===== src/rtl/seq_divider_pkg.sv =====
`default_nettype none
// ============================================================================
//  Module      : seq_divider_pkg
//  Description : Shared definitions for the sequential divide path (also used
//                by the multiplier path): controller state encoding, default
//                operand width and the divide-by-zero quotient pattern.
//  Ports       : none (package)
//  Revision    : 1.0 - initial release
// ============================================================================
package seq_divider_pkg;

    // Default operand width in bits.
    localparam int DEFAULT_N = 32;

    // Quotient returned on divide-by-zero: all ones. Held at 64 bits so any
    // operand width up to 64 can take the low slice it needs.
    localparam logic [63:0] DIV0_QUOTIENT = {64{1'b1}};

    // Controller states.
    typedef enum logic [1:0] {
        IDLE = 2'd0,
        CALC = 2'd1,
        SIGN = 2'd2,
        DONE = 2'd3
    } div_state_e;

endpackage : seq_divider_pkg
`default_nettype wire


===== src/rtl/seq_divider_div_step.sv =====
`default_nettype none
// ============================================================================
//  Module      : div_step
//  Description : One radix-2 restoring division step (purely combinational).
//                Shifts the next dividend bit into the partial remainder,
//                trial-subtracts the divisor magnitude and keeps the
//                difference only when it does not go negative.
//  Ports       : rem_in   - current partial remainder (N bits)
//                bit_in   - next dividend magnitude bit (MSB first)
//                dvs_mag  - divisor magnitude (unsigned)
//                rem_out  - updated partial remainder
//                q_bit    - quotient bit produced by this step
//  Revision    : 1.0 - initial release
// ============================================================================
module div_step #(
    parameter int N = 32
) (
    input  logic [N-1:0] rem_in,
    input  logic         bit_in,
    input  logic [N-1:0] dvs_mag,
    output logic [N-1:0] rem_out,
    output logic         q_bit
);

    // rem_in < dvs_mag, so the shifted value is < 2*dvs_mag and needs one
    // extra bit; the kept remainder always fits back into N bits.
    logic [N:0] shifted;
    logic [N:0] diff;

    always_comb begin
        shifted = {rem_in, bit_in};
        diff    = shifted - {1'b0, dvs_mag};
        q_bit   = (shifted >= {1'b0, dvs_mag});
        rem_out = q_bit ? diff[N-1:0] : shifted[N-1:0];
    end

endmodule : div_step
`default_nettype wire


===== src/rtl/seq_divider.sv =====
`default_nettype none
// ============================================================================
//  Module      : seq_divider
//  Description : Multi-cycle signed divider. Operands are converted to
//                magnitudes, divided with N restoring steps, then signed.
//                Result is {remainder, quotient} in a registered output stage
//                matching the multiplier's {HI, LO} format.
//  Ports       : clk          - clock, rising edge
//                reset        - synchronous, active-low
//                en           - global stall (low freezes everything)
//                start        - begin a division (sampled only in IDLE)
//                dividend     - signed numerator (N bits)
//                divisor      - signed denominator (N bits)
//                busy         - division in progress
//                done         - one-cycle result-valid pulse
//                result       - {remainder, quotient} (2N bits)
//                div_by_zero  - divisor was zero (valid with done)
//  Revision    : 1.0 - initial release
// ============================================================================
module seq_divider
    import seq_divider_pkg::*;
#(
    parameter int N = DEFAULT_N
) (
    input  logic           clk,
    input  logic           reset,
    input  logic           en,
    input  logic           start,
    input  logic [N-1:0]   dividend,
    input  logic [N-1:0]   divisor,
    output logic           busy,
    output logic           done,
    output logic [2*N-1:0] result,
    output logic           div_by_zero
);

    localparam int             CNT_W     = $clog2(N) + 1;
    localparam logic [CNT_W-1:0] LAST_STEP = CNT_W'(N - 1);

    div_state_e         state_q,   state_d;
    logic [CNT_W-1:0]   cnt_q,     cnt_d;
    logic [N-1:0]       quo_q,     quo_d;      // dividend magnitude -> quotient
    logic [N-1:0]       rem_q,     rem_d;      // partial remainder
    logic [N-1:0]       dvs_mag_q, dvs_mag_d;
    logic               sign_a_q,  sign_a_d;   // dividend sign
    logic               sign_b_q,  sign_b_d;   // divisor sign
    logic               div0_q,    div0_d;
    logic               busy_q,    busy_d;
    logic               done_q,    done_d;
    logic [2*N-1:0]     result_q,  result_d;
    logic               dbz_q,     dbz_d;

    logic [N-1:0]       step_rem;
    logic               step_bit;

    div_step #(
        .N       (N)
    ) u_div_step (
        .rem_in  (rem_q),
        .bit_in  (quo_q[N-1]),
        .dvs_mag (dvs_mag_q),
        .rem_out (step_rem),
        .q_bit   (step_bit)
    );

    always_comb begin
        // Default: hold everything (this is also the whole stall behaviour).
        state_d   = state_q;
        cnt_d     = cnt_q;
        quo_d     = quo_q;
        rem_d     = rem_q;
        dvs_mag_d = dvs_mag_q;
        sign_a_d  = sign_a_q;
        sign_b_d  = sign_b_q;
        div0_d    = div0_q;
        busy_d    = busy_q;
        done_d    = done_q;
        result_d  = result_q;
        dbz_d     = dbz_q;

        if (en) begin
            done_d = 1'b0;
            case (state_q)
                IDLE: begin
                    if (start) begin
                        // Two's-complement negate of -2^(N-1) yields the
                        // unsigned magnitude 2^(N-1), which fits in N bits.
                        sign_a_d  = dividend[N-1];
                        sign_b_d  = divisor[N-1];
                        quo_d     = dividend[N-1] ? -dividend : dividend;
                        dvs_mag_d = divisor[N-1]  ? -divisor  : divisor;
                        rem_d     = '0;
                        cnt_d     = '0;
                        div0_d    = (divisor == '0);
                        busy_d    = 1'b1;
                        state_d   = (divisor == '0) ? SIGN : CALC;
                    end
                end
                CALC: begin
                    quo_d = {quo_q[N-2:0], step_bit};
                    rem_d = step_rem;
                    if (cnt_q == LAST_STEP) begin
                        cnt_d   = '0;
                        state_d = SIGN;
                    end else begin
                        cnt_d = cnt_q + 1'b1;
                    end
                end
                SIGN: begin
                    if (div0_q) begin
                        // quo_q still holds the dividend magnitude here, so
                        // re-applying its sign reproduces the dividend.
                        quo_d = DIV0_QUOTIENT[N-1:0];
                        rem_d = sign_a_q ? -quo_q : quo_q;
                    end else begin
                        quo_d = (sign_a_q ^ sign_b_q) ? -quo_q : quo_q;
                        rem_d = sign_a_q ? -rem_q : rem_q;
                    end
                    state_d = DONE;
                end
                DONE: begin
                    result_d = {rem_q, quo_q};
                    dbz_d    = div0_q;
                    done_d   = 1'b1;
                    busy_d   = 1'b0;
                    state_d  = IDLE;
                end
                default: begin
                    state_d = IDLE;
                end
            endcase
        end
    end

    always_ff @(posedge clk) begin
        if (!reset) begin
            state_q   <= IDLE;
            cnt_q     <= '0;
            quo_q     <= '0;
            rem_q     <= '0;
            dvs_mag_q <= '0;
            sign_a_q  <= 1'b0;
            sign_b_q  <= 1'b0;
            div0_q    <= 1'b0;
            busy_q    <= 1'b0;
            done_q    <= 1'b0;
            result_q  <= '0;
            dbz_q     <= 1'b0;
        end else begin
            state_q   <= state_d;
            cnt_q     <= cnt_d;
            quo_q     <= quo_d;
            rem_q     <= rem_d;
            dvs_mag_q <= dvs_mag_d;
            sign_a_q  <= sign_a_d;
            sign_b_q  <= sign_b_d;
            div0_q    <= div0_d;
            busy_q    <= busy_d;
            done_q    <= done_d;
            result_q  <= result_d;
            dbz_q     <= dbz_d;
        end
    end

    assign busy        = busy_q;
    assign done        = done_q;
    assign result      = result_q;
    assign div_by_zero = dbz_q;

endmodule : seq_divider
`default_nettype wire


===== config.mk =====
export PLATFORM = sky130hd
export DESIGN_NAME = seq_divider
export DESIGN_NICKNAME = d
export VERILOG_FILES = /design/src/rtl/seq_divider_pkg.sv /design/src/rtl/seq_divider_div_step.sv /design/src/rtl/seq_divider.sv
export SDC_FILE = /design/constraint.sdc
export NUM_CORES = 1
export LEC_CHECK = 0
export BUFFER_PORTS_ARGS = -buffer_cell sky130_fd_sc_hd__buf_4
export CAP_MARGIN = 0
export CORE_AREA = 2 2 162 164
export DETAILED_ROUTE_END_ITERATION = 16
export DIE_AREA = 0 0 164 166
export GPL_TIMING_DRIVEN = 0
export PLACE_DENSITY = 0.8
export RECOVER_POWER = 100
export SLEW_MARGIN = 20
export SYNTH_ARGS = -nofsm -noshare
export SYNTH_HDL_FRONTEND = slang
export SYNTH_SLANG_ARGS = --single-unit

===== constraint.sdc =====
create_clock -name clk -period 3.75 [get_ports clk]
set_input_delay 0.75 -clock clk [delete_from_list [all_inputs] [get_ports clk]]
set_output_delay 0.75 -clock clk [all_outputs]
set_load 0.02 [all_outputs]

==> qor.csv, run 1 <==
metric,value,unit
initial_utilization,0.492,
clockRootBuffer,clkbuf_16,
finalCriticalPeriod,3.61,ns
wl_per_cell,20.0,um
synth_top_area_cell,dfxtp_1,
hold_violations,0,
overflow,0,
totalWireLength,43900,um
antenna_found_initial,0,
cts.sink_count,174,
fmaxAchievable,277,MHz
num_rows,59,
drv_cap,0,
pin_count,135,
ys_types,77,
drc,0,
fin_crit_sh,0.962,
p_leak,5.44,nW
worstHoldStart,result[9],
avgSynthCellArea,7.45,um2
syn2layout_area_growth,14.8,%
ys_warn_count,0,
dr.pass1.iters,6,
powerDensity,412,nW/um2
preCtsSetupSlack,-0.142,ns
worst_setup_path_end_kind,register,
setup_tns,0,ns
hp-class,register to register,
coreArea,25600,um2
antenna_left,0,
finish.instance_area,14500,um2
synth_edf_count,0,
worstHoldEndpoint,result[9],
cp_max_fo,10,
vdd_drop_max,284,uV
holdPathStages,2,
clock_skew,0.0150,ns
die_y,166,um
setup.worst_path.start_class,register,
vias,13300,
grt_max_degree,17,
fin_ws,0.144,ns
cts_made_buffers,17,
grt_first_pass_wirelength,67900,um
worstReg2RegEnd,rem_q[25],
grtUsageTotal,0.318,
worst_pin_slew,1.13,ns
r2r_start,rem_q[24],
timing.final.max_slew_violations,0,
detailed_place_hpwl,33600,um
synth_area,12600,um2
cts_tree,yes,
status,completed,
insertion_delay,0.45,ns
critPathKind,register to register,
drt_iter0_markers,1550,
rsz0062_at_grt,false,
reg2reg_slack,0.14,ns
die_area,27200,um2
place_congestion,0.996,
htree_levels,4,
power,5.97,mW
ys_seq_elements,174,
synth_flop_cell,dfxtp_1,
clk_pin_slew_worst_paths,0.07,ns
yosysSeqAreaShare,0.276,
utilization,0.565,
multi_input_area,8410,um2
cts_buffer_depth,2,
netlist_instances,1694,
port_buffers,134,
nets,1957,
setup_violations,0,
synth_top_cell_area_share,0.276,
regArea,3480,um2
grt_pass1_vias,12400,
max_slew_margin,0.239,
synth.area.top_cells,"dfxtp_1 (28%), nand2_1 (9.3%), xor2_1 (5.5%)",
cp.required,4.07,ns
vias_per_cell,6.05,
reg2regPathDepth,12,
placed_cell_area,14000,um2
crit_arrival,3.93,ns
die_w,164,um
synth_nets,1805,
async_reset_ff_frac,0,
nFillCells,2490,
drive_above_1_share,0.0705,
power breakdown:
| group | total, mW | internal [mW] | switching [mW] | leakage, nW |
|---|---|---|---|---|
| registers | 1.99 | 1.93 | 0.0612 | 1.41 |
| logic | 1.84 | 0.660 | 1.18 | 3.70 |
| clock network | 2.13 | 1.27 | 0.862 | 0.328 |
| total | 5.97 | 3.86 | 2.11 | 5.44 |
cell usage in the layout (no fill, tap or decap), types with 23 or more instances in the layout:
| master | synthesis | final |
|---|---|---|
| ha_1 | 42 | 41 |
| a21boi_0 | 87 | 87 |
| o31ai_1 | 28 | 28 |
| o211ai_1 | 24 | 24 |
| nor3_1 | 32 | 33 |
| dfxtp_1 | 174 | 173 |
| nand2_1 | 312 | 312 |
| buf_4 | 2 | 68 |
| nor2b_1 | 23 | 23 |
| nor2_1 | 78 | 78 |
| mux2i_1 | 24 | 23 |
| or3_1 | 26 | 26 |
| a21o_1 | 23 | 23 |
| xnor2_1 | 76 | 76 |
| nand3_1 | 34 | 34 |
| inv_1 | 51 | 51 |
| clkbuf_1 | 112 | 188 |
| o211a_1 | 24 | 24 |
| xor2_1 | 79 | 79 |
| o21ai_0 | 129 | 127 |
| a21oi_1 | 83 | 83 |
layout make-up:
cell class	count	share of cell area
Antenna cell	1	0.000173
Buffer	135	0.0373
Clock buffer	18	0.0296
Clock inverter	14	0.0174
Inverter	52	0.0135
Multi-Input combinational cell	1332	0.581
Sequential cell	174	0.241
Tap cell	335	0.0290
Timing Repair Buffer	134	0.0516
logic make-up after synthesis:
family	count (synthesis)	synth area share
compound gates	506	0.271
xor+xnor	155	0.108
fa+ha+maj	43	0.0432
buf+inv	188	0.0582
flops	174	0.276
mux	24	0.0190
simple gates	604	0.224
worst max-delay path by stage:
stage	startpoint	end	slack, ns	depth (start not counted)
after floorplan	divisor[2]	dvs_mag_q[30]	0.72	7
after global placement	rem_q[25]	rem_q[25]	-0.21	13
after detailed placement	divisor[2]	state_q[0]	-0.14	9
after CTS	rem_q[25]	rem_q[24]	0.05	13
after global routing	rem_q[24]	rem_q[25]	0.02	12
final	rem_q[24]	rem_q[25]	0.14	12
flip-flops by register name, summed over array words and instances (netlist names):
signal,cells
result,64
dvs_mag_q,32
quo_q,32
rem_q,32
cnt_q,6
state_q,2
busy,1
div0_q,1
div_by_zero,1
done,1
sign_a_q,1
sign_b_q,1
worst max-delay path, stage by stage (launching register included):
cell and delay (ns):
dfxtp_1 0.58, ha_1 0.31, and3_1 0.33, nand2_1 0.07, or4_1 0.46, nor4_2 0.29
or3_1 0.17, a211o_1 0.16, a21o_1 0.11, buf_2 0.26, buf_4 0.30, mux2i_2 0.32
a21oi_1 0.10
per-layer routing:
| layer | vias up | global-route usage | part of all wire |
|---|---|---|---|
| li1 | 6283 | - | - |
| met1 | 6249 | 0.461 | 0.44 |
| met2 | 668 | 0.470 | 0.43 |
| met3 | 84 | 0.0552 | 0.095 |
| met4 | 0 | 0.118 | 0.036 |
| met5 | - | 0 | 0 |
metrics by stage:
stage | instances | hold WS, ns
2_1_floorplan | 1694 | 0.448
3_3_place_gp | 2163 | 0.451
3_5_place_dp | 2163 | 0.457
4_1_cts | 2195 | 0.467
5_1_grt | 2194 | 0.487
6_report | 2195 | 0.466
synth_stat cells, types with 4 or more instances:
master,instances
or4_1,17
nor2b_1,23
ha_1,42
o41ai_1,10
a21o_1,23
o221a_2,4
a311oi_1,4
a21oi_1,83
xnor2_1,76
nor2_1,78
a211o_1,4
o21bai_1,5
o221ai_1,20
inv_1,51
o21ai_0,129
a211oi_1,7
nor4_1,8
buf_2,4
nor3_1,32
nand2_1,312
or2_2,5
xor2_1,79
dfxtp_1,174
o31ai_1,28
nand3b_1,5
a31oi_1,10
mux2i_1,24
o211ai_1,24
buf_1,15
a22oi_1,7
clkbuf_1,112
or3_1,26
and2_1,9
and3_1,8
nand4_1,8
a21boi_0,87
o21a_1,7
nand2b_1,15
nand3_1,34
o211a_1,24
timing repair:
item / 4_1_cts / 5_1_grt
hold buffers: 0 / 0
setup endpoints to repair: 18 / 35
resized for setup: 3 / 6
setup buffers: 0 / 0
Power figures use the tool's default switching activity.
==> inputs of run 2 (changes only) <==
--- a/config.mk
+++ b/config.mk
@@ -7,9 +7,9 @@
 export LEC_CHECK = 0
 export BUFFER_PORTS_ARGS = -buffer_cell sky130_fd_sc_hd__buf_4
 export CAP_MARGIN = 0
-export CORE_AREA = 2 2 162 164
+export CORE_AREA = 2 2 116 230
 export DETAILED_ROUTE_END_ITERATION = 16
-export DIE_AREA = 0 0 164 166
+export DIE_AREA = 0 0 118 232
 export GPL_TIMING_DRIVEN = 0
 export PLACE_DENSITY = 0.8
 export RECOVER_POWER = 100
==> run 2 against run 1 <==
Net effect:
- non-clock buffer count is the same
- highest routed layer unchanged
- core utilization down 0.48 points
- die area increased by 0.56%
- cell area is 0.72% lower
- hold slack lost 0.0028 ns
- register-to-register slack got worse by 0.16 ns
- maximum frequency fell by 4.1%
- first-iteration DRC count fell by 48%
- the flow now finishes with violations (negative setup slack)
- sequential share of layout area up 0.17 points
- global-route usage rose by 3.2 points
- via count fell by 1.4%
==> qor.csv, run 2 (synthesis gave the netlist of run 1 again) <==
metric,value,unit
postCtsSetupRepairBufs,0,
vias,13100,
clk_pin_slew_worst_paths,0.07,ns
grt_first_pass_wirelength,72600,um
path_cells,inv_2 > ha_1 > nand3_1 > or4_1 > nor4_4 > or3_1 > a211o_1 > a21o_1 > clkbuf_2 > buf_4 > mux2i_1 > o221ai_1,
drv_cap,0,
whs,0.463,ns
status,finished with violations,
placed_cell_area,14000,um2
worstHoldEndpoint,result[55],
grt_pass1_vias,13000,
drive_above_1_share,0.0710,
powerDensity,391,nW/um2
crit_start,quo_q[31],
hp-class,register to register,
vdd_drop_max,245,uV
place_congestion,1.05,
die_w,118,um
fin_cells,2199,
cts_hold_buf,0,
pin_count,135,
insertion_delay,0.46,ns
antenna_left,0,
worst_setup_path_end_kind,register,
rsz0062_at_grt,false,
seqPwrFrac,0.358,
critPathKind,register to register,
timing.final.max_slew_violations,0,
swShare,0.375,
setup_tns,-0.0112,ns
max_slew_margin,0.273,
dpl.cell_count,2168,
die_y,232,um
nets,1957,
cp.required,4.07,ns
internal_power,3.52,mW
htree_levels,4,
clockRootBuffer,clkbuf_16,
overflow,0,
p_leak,5.39,nW
slowest_stage,or4_1,
dr.pass1.iters,7,
cts_tree,yes,
reg2regPathDepth,12,
final_common_cell,nand2_1,
cts.sink_count,174,
p_comb_frac,0.338,
fin_ws,-0.0112,ns
wl_per_cell,22.0,um
drt_iter0_markers,808,
fin_crit_sh,1.00,
cp_max_fo,10,
p_switching,2.11,mW
initial_utilization,0.492,
drc,0,
worstReg2RegEnd,rem_q[16],
largest_reg_flops,64,
syn2layout_area_growth,14.0,%
nFillCells,2602,
cts_buffer_depth,2,
totalWireLength,48500,um
port_buffers,134,
holdPathStages,2,
worstHoldStart,result[55],
reg2reg_slack,-0.01,ns
violations,negative setup slack,
grt_max_degree,17,
worst_pin_slew,1.08,ns
fmaxAchievable,266,MHz
cts_made_buffers,17,
finish.instance_area,14400,um2
num_rows,83,
setup.worst_path.start_class,register,
finalCriticalPeriod,3.76,ns
vias_per_cell,5.96,
die_area,27400,um2
hold_violations,0,
r2r_start,quo_q[31],
clkPwrFrac,0.305,
detailed_place_hpwl,38700,um
crit_arrival,4.08,ns
setup_violations,1,
grtUsageTotal,0.350,
cpPeakStageDelay,0.63,ns
clock_skew,0.0113,ns
antenna_found_initial,0,
coreArea,25700,um2
final_cell_mix,"nand2_1 (312), clkbuf_1 (188), dfxtp_1 (174), o21ai_0 (128), a21boi_0 (87)",
==> run 2: power groups by stage <==
stage / Clock (mW) / Combinational (mW) / Sequential [mW]
after floorplan: 0 / 1.24 / 2.02
after global placement: 0 / 1.83 / 2.05
after detailed placement: 0 / 1.84 / 2.05
after CTS: 1.73 / 1.86 / 2.01
after global routing: 1.79 / 2.03 / 2.01
final: 1.72 / 1.90 / 2.01
==> run 2: metal layers <==
| metal | vias to the layer above | GRT usage | share of wire |
|---|---|---|---|
| met1 | 6097 | 0.310 | 0.32 |
| met3 | 204 | 0.0557 | 0.049 |
| met4 | 0 | 0.326 | 0.11 |
| li1 | 6284 | - | - |
| met5 | - | 0 | 0 |
| met2 | 512 | 0.662 | 0.52 |
==> run 2: worst max-delay path, delay by kind of cell, from the launching register on <==
kind	cells	cell delay (ns)
AOI/OAI and AO/OA	3	0.40
DFF	1	0.55
adders and majority gates	1	0.43
and+or+nand+nor	4	1.23
muxes	1	0.24
buffers and inverters	3	0.74
==> run 2: layout make-up <==
class / count / area [um2] / share of cell area
clock inverters: 11 / 111 / 0.00775
well taps: 340 / 425 / 0.0296
flip-flops and latches: 174 / 3480 / 0.242
plain buffers: 135 / 542 / 0.0377
inverters: 52 / 195 / 0.0136
diodes: 1 / 2.50 / 0.000174
multi-input cells: 1332 / 8430 / 0.587
clock buffers: 20 / 437 / 0.0304
repair buffers: 134 / 747 / 0.0520
==> run 2: repair_timing <==
action,CTS,global route
pin swaps,0,0
setup endpoints to repair,33,21
hold endpoints to repair,0,0
resized for setup,9,4
==> run 2: stage by stage <==
stage          total power, mW  setup WS, ns  utilization
5_1_grt                   5.84        0.0238        0.560
3_5_place_dp              3.89        -0.439        0.548
4_1_cts                   5.60       0.00914        0.570
6_report                  5.63       -0.0112        0.560
3_3_place_gp              3.88        -0.403        0.548
2_1_floorplan             3.26         0.722            -
==> run 2: worst max path at each step <==
stage                          endpoint  slack [ns]  cells after the start
final                         rem_q[16]       -0.01                     12
after global routing          rem_q[11]        0.02                     12
after CTS                     rem_q[16]       0.009                     13
after detailed placement      rem_q[16]       -0.44                     13
after global placement        rem_q[11]       -0.40                     13
after floorplan           dvs_mag_q[30]        0.72                      7
==> inputs of run 3 (changes only) <==
--- a/config.mk
+++ b/config.mk
@@ -13,6 +13,7 @@
 export GPL_TIMING_DRIVEN = 0
 export PLACE_DENSITY = 0.8
 export RECOVER_POWER = 100
+export SKIP_CTS_REPAIR_TIMING = 1
 export SLEW_MARGIN = 20
 export SYNTH_ARGS = -nofsm -noshare
 export SYNTH_HDL_FRONTEND = slang
==> run 3 against run 2 <==
Net effect:
- the flow now finishes without violations
- maximum frequency is 1.1% higher
- via count is 0.52% higher
- sequential power hardly changed
==> qor.csv, run 3 (synthesis gave the netlist of run 1 again) <==
metric,value,unit
worst_setup_path_end_kind,register,
utilization,0.560,
cts_tree,yes,
critPathKind,register to register,
grt_max_degree,17,
final_common_cell,nand2_1,
cts_made_buffers,17,
cp_max_fo,10,
setup_tns,0,ns
nets,1957,
cts.sink_count,174,
fin_crit_sh,0.992,
grt_pass1_vias,13000,
clk_pin_slew_worst_paths,0.07,ns
fmaxAchievable,269,MHz
insertion_delay,0.47,ns
timing.final.max_slew_violations,0,
syn2layout_area_growth,13.9,%
drt_iter0_markers,816,
initial_utilization,0.492,
drv_cap,0,
die_area,27400,um2
grtUsageTotal,0.350,
pin_count,135,
path_cells,inv_2 > ha_1 > nand3_1 > or4_1 > nor4_4 > or3_1 > a211o_1 > a21o_1 > buf_2 > clkbuf_4 > mux2i_1 > o221ai_1,
worst_pin_slew,1.07,ns
port_buffers,134,
vias_per_cell,5.99,
status,completed,
grt_first_pass_wirelength,72700,um
drive_above_1_share,0.0700,
wl_per_cell,22.0,um
cts_buffer_depth,2,
crit_arrival,4.05,ns
die_y,232,um
dr.pass1.iters,8,
slowest_stage,or4_1,
diodes,0,
final_cell_mix,"nand2_1 (312), clkbuf_1 (189), dfxtp_1 (174), o21ai_0 (128), a21boi_0 (87)",
clockRootBuffer,clkbuf_16,
htree_levels,4,
setup_violations,0,
hp-class,register to register,
antenna_found_initial,0,
powerDensity,392,nW/um2
p_leak,5.38,nW
place_congestion,1.05,
overflow,0,
hold_violations,0,
clock_skew,0.0110,ns
coreArea,25700,um2
setup.worst_path.start_class,register,
drc,0,
vias,13200,
whs,0.464,ns
die_w,118,um
cpPeakStageDelay,0.63,ns
max_slew_margin,0.282,
detailed_place_hpwl,38700,um
rsz0062_at_grt,false,
finalCriticalPeriod,3.72,ns
fin_cells,2198,
vdd_drop_max,245,uV
num_rows,83,
dpl.cell_count,2168,
cp.required,4.07,ns
antenna_left,0,
power,5.63,mW
totalWireLength,48400,um
largest_reg_flops,64,
[run 3: path summary, 6_finish.rpt]
| kind | endpoint | start | depth (start not counted) | slack [ns] |
|---|---|---|---|---|
| hold reg to reg | result[55] | result[55] | 2 | 0.46 |
| hold / removal | result[55] | result[55] | 2 | 0.46 |
| setup reg to reg | rem_q[16] | quo_q[31] | 12 | 0.03 |
| setup / recovery | rem_q[16] | quo_q[31] | 12 | 0.03 |
[run 3: cell type report]
cell class / instances / area [um2]
Timing Repair Buffer: 134 / 747
Fill cell: 2599 / 11300
Inverter: 52 / 195
Buffer: 135 / 541
Multi-Input combinational cell: 1332 / 8420
Clock inverter: 11 / 111
Clock buffer: 20 / 437
Sequential cell: 174 / 3480
Tap cell: 340 / 425
[run 3: worst max-delay path, delay by kind of cell (launching register included)]
| kind | cells | cell delay [ns] |
|---|---|---|
| AO/OA/AOI/OAI | 3 | 0.39 |
| adder cells (fa/ha/maj) | 1 | 0.41 |
| buffers and inverters | 3 | 0.76 |
| flip-flops | 1 | 0.54 |
| multiplexers | 1 | 0.24 |
| AND/OR/NAND/NOR | 4 | 1.23 |
[run 3: where the power goes]
| group | internal (mW) | switching (mW) |
|---|---|---|
| clock network | 0.918 | 0.804 |
| logic | 0.663 | 1.23 |
| registers | 1.93 | 0.0777 |
[run 3: per-stage QoR]
stage | instance area, um2 | setup WS, ns
after CTS | 14600 | -0.477
after global routing | 14400 | 0.00414
final | 14400 | 0.0282
after global placement | 14000 | -0.403
after detailed placement | 14000 | -0.439
after floorplan | 12600 | 0.722
[run 3: per-layer routing]
metal,vias up,global-route usage,share of wire
li1,6289,-,-
met1,6141,0.310,0.32
met2,525,0.663,0.52
met3,210,0.0577,0.047
met4,0,0.323,0.11
met5,-,0,0
